$ cat config.mk
export PLATFORM = sky130hd
export DESIGN_NAME = piso_serializer
export DESIGN_NICKNAME = d
export VERILOG_FILES = /design/src/rtl/piso_serializer.sv
export SDC_FILE = /design/constraint.sdc
export NUM_CORES = 1
export LEC_CHECK = 0
export BUFFER_PORTS_ARGS = -buffer_cell sky130_fd_sc_hd__buf_2
export CAP_MARGIN = 20
export CELL_PAD_IN_SITES_DETAIL_PLACEMENT = 1
export CELL_PAD_IN_SITES_GLOBAL_PLACEMENT = 2
export CORE_AREA = 4 4 53 55
export CTS_CLUSTER_DIAMETER = 120
export DETAILED_ROUTE_END_ITERATION = 16
export DIE_AREA = 0 0 57 59
export PLACE_DENSITY_LB_ADDON = 0.08
export SYNTH_ARGS = -nofsm -noshare
export SYNTH_HDL_FRONTEND = slang
export SYNTH_SLANG_ARGS = --single-unit
$ cat constraint.sdc
create_clock -name clk -period 1.4 [get_ports clk]
set_clock_uncertainty 0.1 [all_clocks]
set_input_delay 0 -clock clk [delete_from_list [all_inputs] [get_ports clk]]
set_output_delay 0 -clock clk [all_outputs]
set_load 0.05 [all_outputs]
$ cat src/rtl/piso_serializer.sv
// Parallel-in serial-out serializer with a one-entry pending buffer.
// A word loaded while idle drives its first bit on the very next cycle.
// A word offered during a frame is parked in the pending register. It then
// starts on the cycle after the current last bit, so frames run with no gap.
module piso_serializer #(
    parameter int WIDTH     = 4,
    parameter int LSB_FIRST = 1
) (
    input  logic             clk,
    input  logic             rst,
    input  logic [WIDTH-1:0] din,
    input  logic             load_valid,
    output logic             load_ready,
    output logic             serial_out,
    output logic             busy,
    output logic             frame_done
);

    localparam int CNT_W = (WIDTH > 1) ? $clog2(WIDTH) : 1;
    localparam logic [CNT_W-1:0] LAST_CNT = CNT_W'(WIDTH - 1);

    typedef enum logic [0:0] {
        ST_IDLE  = 1'b0,
        ST_SHIFT = 1'b1
    } state_t;

    state_t           state_q;
    logic [CNT_W-1:0] cnt_q;
    logic [WIDTH-1:0] shift_q;      // bits still to be sent after serial_q
    logic [WIDTH-1:0] pend_q;
    logic             pend_valid_q;
    logic             serial_q;
    logic             busy_q;
    logic             frame_done_q;

    logic             accept_s;
    logic             last_bit_s;
    logic [WIDTH-1:0] load_word_d;

    // Bit that goes on the line first for a freshly loaded word.
    function automatic logic first_bit(input logic [WIDTH-1:0] w);
        if (LSB_FIRST != 0) begin
            return w[0];
        end else begin
            return w[WIDTH-1];
        end
    endfunction

    // Drop the bit just sent so the next one sits at the output end.
    function automatic logic [WIDTH-1:0] advance(input logic [WIDTH-1:0] w);
        if (LSB_FIRST != 0) begin
            return {1'b0, w[WIDTH-1:1]};
        end else begin
            return {w[WIDTH-2:0], 1'b0};
        end
    endfunction

    // Handshake from registered state, and selection of the next frame's source word.
    always_comb begin
        load_ready = ~pend_valid_q & ~rst;
        accept_s   = load_valid & load_ready;
        last_bit_s = (cnt_q == LAST_CNT);
        if (pend_valid_q) begin
            load_word_d = pend_q;
        end else begin
            load_word_d = din;
        end
    end

    // FSM, shifter, counter, pending buffer and registered outputs.
    always_ff @(posedge clk) begin
        if (rst) begin
            state_q      <= ST_IDLE;
            cnt_q        <= '0;
            shift_q      <= '0;
            pend_q       <= '0;
            pend_valid_q <= 1'b0;
            serial_q     <= 1'b0;
            busy_q       <= 1'b0;
            frame_done_q <= 1'b0;
        end else begin
            case (state_q)
                ST_IDLE: begin
                    if (accept_s) begin
                        state_q      <= ST_SHIFT;
                        shift_q      <= advance(din);
                        serial_q     <= first_bit(din);
                        cnt_q        <= '0;
                        busy_q       <= 1'b1;
                        frame_done_q <= 1'b0;
                    end else begin
                        cnt_q        <= '0;
                        serial_q     <= 1'b0;
                        busy_q       <= 1'b0;
                        frame_done_q <= 1'b0;
                    end
                end
                ST_SHIFT: begin
                    if (last_bit_s) begin
                        if (pend_valid_q || accept_s) begin
                            // Chain the next frame directly behind this last bit.
                            shift_q      <= advance(load_word_d);
                            serial_q     <= first_bit(load_word_d);
                            cnt_q        <= '0;
                            busy_q       <= 1'b1;
                            frame_done_q <= 1'b0;
                            pend_valid_q <= 1'b0;
                        end else begin
                            state_q      <= ST_IDLE;
                            shift_q      <= '0;
                            serial_q     <= 1'b0;
                            cnt_q        <= '0;
                            busy_q       <= 1'b0;
                            frame_done_q <= 1'b0;
                        end
                    end else begin
                        serial_q     <= first_bit(shift_q);
                        shift_q      <= advance(shift_q);
                        cnt_q        <= cnt_q + CNT_W'(1);
                        busy_q       <= 1'b1;
                        frame_done_q <= ((cnt_q + CNT_W'(1)) == LAST_CNT);
                        if (accept_s) begin
                            pend_q       <= din;
                            pend_valid_q <= 1'b1;
                        end else begin
                            pend_valid_q <= pend_valid_q;
                        end
                    end
                end
                default: begin
                    state_q      <= ST_IDLE;
                    cnt_q        <= '0;
                    shift_q      <= '0;
                    pend_valid_q <= 1'b0;
                    serial_q     <= 1'b0;
                    busy_q       <= 1'b0;
                    frame_done_q <= 1'b0;
                end
            endcase
        end
    end

    assign serial_out = serial_q;
    assign busy       = busy_q;
    assign frame_done = frame_done_q;

endmodule

* After elaboration in Yosys (flattened, before gate mapping)
Cells that the tools add are included.
Cells by class: reductions and logical operators 4, equal/unequal tests 4, mux-type cells 20, $add $sub $neg 1, bitwise logic cells 6
Operators with widths (number):
- two-way mux 4 bit | 3
- two-way mux 1 bit | 10
- case mux 4 bit (2 select lines) | 1
- case mux 1 bit (2 select lines) | 3
- AND reduction 3 bit | 2
- == test 2 bit (second input constant) | 2
- inverter 1 bit | 4
- case mux 2 bit (2 select lines) | 1
- two-way mux 3 bit | 1
- adder 2 x 1 -> 2 bit (second input constant) | 1
- bitwise AND 1 bit | 2
- two-way mux 2 bit | 1
- != test 2 x 1 -> 1 bit (second input constant) | 1
- != test 2 bit (second input constant) | 1
- nonzero test 2 bit | 1
- logical OR 1 bit | 1
Storage, ports and cells: bits of input ports 7, output and inout bits 4, register bits after elaboration 14

* Logic depth before layout (Yosys ltp)
depth in word-level cells 7, mapped depth 4

* Least setup slack after synthesis
No wires, ideal clock.
path type register -> register, start point register, netlist name busy, end point register pend_q[0], stages on the path, launching flop included 4, arrival 1329 ps, clock period less this slack 1561 ps, setup slack -161 ps, cells stage by stage dfxtp_1 > or3b_1 > o21ai_0 > a21oi_1
RTL lines:
- end signal: assignment | line 123 | pend_q <= din;
- end: declaration | line 30 | logic [WIDTH-1:0] pend_q;

* Worst setup path in the final report
start point register cnt_q[1], end point register pend_q[3]
On the way: word-level cells in the longest chain between the ends 3
RTL lines:
- start: declaration | line 28 | logic [CNT_W-1:0] cnt_q;
- start signal: assignment | line 119 | cnt_q <= cnt_q + CNT_W'(1);
- == test 2 bit | line 62 | last_bit_s = (cnt_q == LAST_CNT);
- inverter 1 bit (no line)
- AND reduction 3 bit (no line)
Every way passes these cells. A chain may end at the register's enable or synchronous reset.

==> results.md <==
- The via count of the first global-routing pass is 649.
- The total setup buffers inserted after CTS is 0.
- For this design, the CTS-stage hold fixing added 6 buffers.
- The share of synthesized area in the top cell type comes to 40.7%.
- For this run, the top clock speed supported by timing is 741 MHz.
- Leaving out fill and tap cells, the most frequent cell in the layout is sky130_fd_sc_hd__buf_4.
- The floorplan has 18 rows.
- In the routed design, unresolved DRC markers number 0.
- The summed instance area of the synthesized netlist is 639 µm².
- The detailed router's first-iteration violation count is 7.
- The data required time of the worst path is 1.47 ns.
- Once detail routing completed, the nets flagged for antenna violations numbered 0.
- Setup violations remaining at the end of the flow were counted as 0.
- The run finished, with violations left.
- Once layout is done, the placed cells without fillers occupy 910 µm².
- The final layout contains routed wiring with a total length of 1.76 mm.
- The number of fillers in the final layout is 303.
- The pre-antenna-repair detailed-routing pass consisted of 2 iterations.
- The initial antenna violation count is 0.
- STA classifies the critical path endpoint as a register.
- The number of distinct library cell variants in the gate-level netlist after synthesis is 24.
- The checks that failed: hold timing.
- The clock period could shrink to 1.35 ns.
- The arrival time of data at the critical path endpoint is 1.42 ns.
- Across the VDD grid, the largest voltage drop is 0.510 mV.
- The final period utilization is 96.5%.
- The mean routed wirelength per cell is 14.0 µm.
- On the final layout, the worst hold slack is -0.0468 ns.
- In this run the register-to-register setup slack is 0.05 ns.
- The post-detailed-placement cell area is 805 µm².
- In the post-synthesis netlist, the biggest area contributors are sky130_fd_sc_hd__dfxtp_1 (41%), sky130_fd_sc_hd__mux2_2 (7.0%), sky130_fd_sc_hd__a21oi_1 (4.7%), sky130_fd_sc_hd__nand3_1 (4.7%), sky130_fd_sc_hd__o21ai_0 (4.7%).
- The power density over the cells is 890 nW/µm².
- The floorplan step defined a core boundary enclosing 2390 µm².
- The number of clock buffers added by TritonCTS is 3.
- The share of the core filled with cells is 38.1%.
- The worst setup path is launched from a register.
- Entering global routing, the biggest net connects 13 pins.
- For this design the top-level I/O count stands at 11.
- The critical path start-end classification is register to register.
- The Yosys step of the flow raised 0 warnings.
- The top cell types in the final layout, fill and taps aside, are sky130_fd_sc_hd__buf_4 (12), sky130_fd_sc_hd__buf_2 (10), sky130_fd_sc_hd__dfxtp_1 (9).
- The area of the die is 3360 µm².
- The number of nets produced by synthesis is 77.
- Max-cap violations in this run came to 0.
- Detailed placement finished with a half-perimeter wire length of 1.31 mm.
- The launch point of the worst hold path is load_valid.
- In this run the number of H-tree levels came out at 1.
- Along the worst path, the maximum fanout reaches 5.
- The clock tree from TritonCTS is yes.
- The clock net sink count is 13.
- The post-synthesis area per instance is 9.40 µm².
- The number of vias per cell after detailed routing is 4.82.
- Across the whole layout, storage elements account for 268 µm².
- After synthesis the netlist holds a flip-flop and latch count of 13.
- The worst hold endpoint is busy$_SDFF_PP0_.
- The CTS clock-pin slew for the worst setup and hold paths is 0.08 ns.
- For the pin with the worst max-slew slack, the measured transition is 0.262 ns.
- The placer congestion estimate is 0.774.
- The cell depth of the worst flop-to-flop path is 4.
- The share of final-layout standard cells stronger than drive strength 1 is 43.2%.
- For this design the static power due to leakage is 0.363 nW.
- The first global-routing pass estimated 3.02 mm of wire.
- Compared with the post-synthesis result, the final layout area differs by 42.3%.
- The cell count after synthesis is 68.
- The synthesized design spends more area on one cell type than any other, namely sky130_fd_sc_hd__dfxtp_1.
- After routing, the total negative slack on setup checks comes to 0 ns.
- The endpoint identified for the worst register-to-register timing path is pend_q[3]$_SDFFE_PP0P_.
- The final max-slew violation count is 0.
- Setup repair after global routing could not meet its margin everywhere.
- The number of buffers between clock root and the deepest sink is 2.
- In this run the horizontal extent of the chip is 57 µm.
- The via count is 603.
- At the end of the flow, the number of nets in the layout was 105.
- The worst hold path passes through 3 cells.
- The number of antenna repair diodes is 0.
- The later pin in the worst-skew pair is clocked with a latency of 0.28 ns.
- The buffer type at the clock tree root is sky130_fd_sc_hd__clkbuf_4.
- Headroom to the max-slew limit came out at 82.4%.
- For this configuration, the core starts out at a cell density of 26.8%.
- The final hold violation count is 1.
- In this run the vertical extent of the chip is 59 µm.
- The tightest min-delay check is of the input pin to register type.
- The area taken by multi-input logic gates is 380 µm².
- The global route total overflow is 0.
- The count of port buffers added during placement is 10.
- The fraction of the yosys area taken by sequential cells is 40.7%.
- The start of the worst register-to-register path is cnt_q[1]$_SDFF_PP0_.
- The global routing usage summed across all routing layers is 11.8%.
## Yosys cell counts, drive strengths merged
cell type and n:
a221o 2, nor2 5, clkbuf 3, nand3 6
or4b 1, dfxtp 13, and3b 1, o21ai 6
nor4 2, a21oi 6, nand2b 1, a31oi 2
a211oi 1, o2111ai 2, buf 1, mux2i 2
mux2 4, nor2b 3, nand2 1, ha 2
or3b 1, nor3b 1, inv 2
## layout make-up
type,instances,share of cell area (%)
Timing Repair Buffer,27,20.9
Clock buffer,4,2.89
Inverter,2,0.825
Tap cell,30,4.13
Sequential cell,13,29.4
Multi-Input combinational cell,49,41.8
## cell families after synthesis
logic type,after synthesis,synth area share (%)
simple gates,22,22.7
compound gates,19,18.4
flops,13,40.7
buf+inv,6,4.11
mux,6,10.2
fa+ha+maj,2,3.91
## critical path: stages (launching register included)
cell and delay (ns):
sky130_fd_sc_hd__dfxtp_2 0.34, sky130_fd_sc_hd__ha_4 0.17, sky130_fd_sc_hd__or3b_4 0.41, sky130_fd_sc_hd__o21ai_1 0.15, sky130_fd_sc_hd__a21oi_1 0.07
## metal layers
metal | global-route usage, % | share of wire (%)
met1 | 14.5 | 48
met2 | 18.9 | 46
met3 | 4.58 | 4.8
met4 | 3.97 | 1.1
met5 | 0 | 0
## metrics by stage
step / worst slack, ns / total power [mW] / cells
final: 0.0496 / 0.809 / 125
after global routing: -0.0189 / 0.849 / 125
after CTS: 0.000669 / 0.822 / 126
after detailed placement: -0.0250 / 0.565 / 116
after global placement: -0.00418 / 0.567 / 116
after floorplan: 0.00620 / 0.501 / 68
## power breakdown
part | switching (mW) | internal (mW) | total, mW
sequential | 0.0141 | 0.386 | 0.400
combinational | 0.0905 | 0.0814 | 0.172
clock | 0.127 | 0.111 | 0.237
## flip-flops by register name, summed over array words and instances, names as in the netlist
register / cells
frame_done: 1
pend_q: 4
serial_out: 1
busy: 1
cnt_q: 2
shift_q: 3
pend_valid_q: 1
## how the worst max path moves through the flow
stage                                   end  slack (ns)  cells after the start                 startpoint
floorplan            pend_q[0]$_SDFFE_PP0P_       0.006                      4        cnt_q[0]$_SDFF_PP0_
global placement     pend_q[3]$_SDFFE_PP0P_      -0.004                      4        cnt_q[0]$_SDFF_PP0_
detailed placement  shift_q[1]$_SDFFE_PP0P_       -0.03                      3  pend_valid_q$_SDFFE_PP0P_
CTS                  pend_q[2]$_SDFFE_PP0P_      0.0007                      4        cnt_q[0]$_SDFF_PP0_
global route         pend_q[0]$_SDFFE_PP0P_       -0.02                      4        cnt_q[1]$_SDFF_PP0_
finish               pend_q[3]$_SDFFE_PP0P_        0.05                      4        cnt_q[1]$_SDFF_PP0_
## timing repair
action / in CTS / in global routing
setup endpoints to repair: 5 / 8
hold endpoints to repair: 8 / 1
gates resized for setup: 5 / 7
pin swaps: 0 / 3
Note: power is estimated with default switching activity, not from simulation.
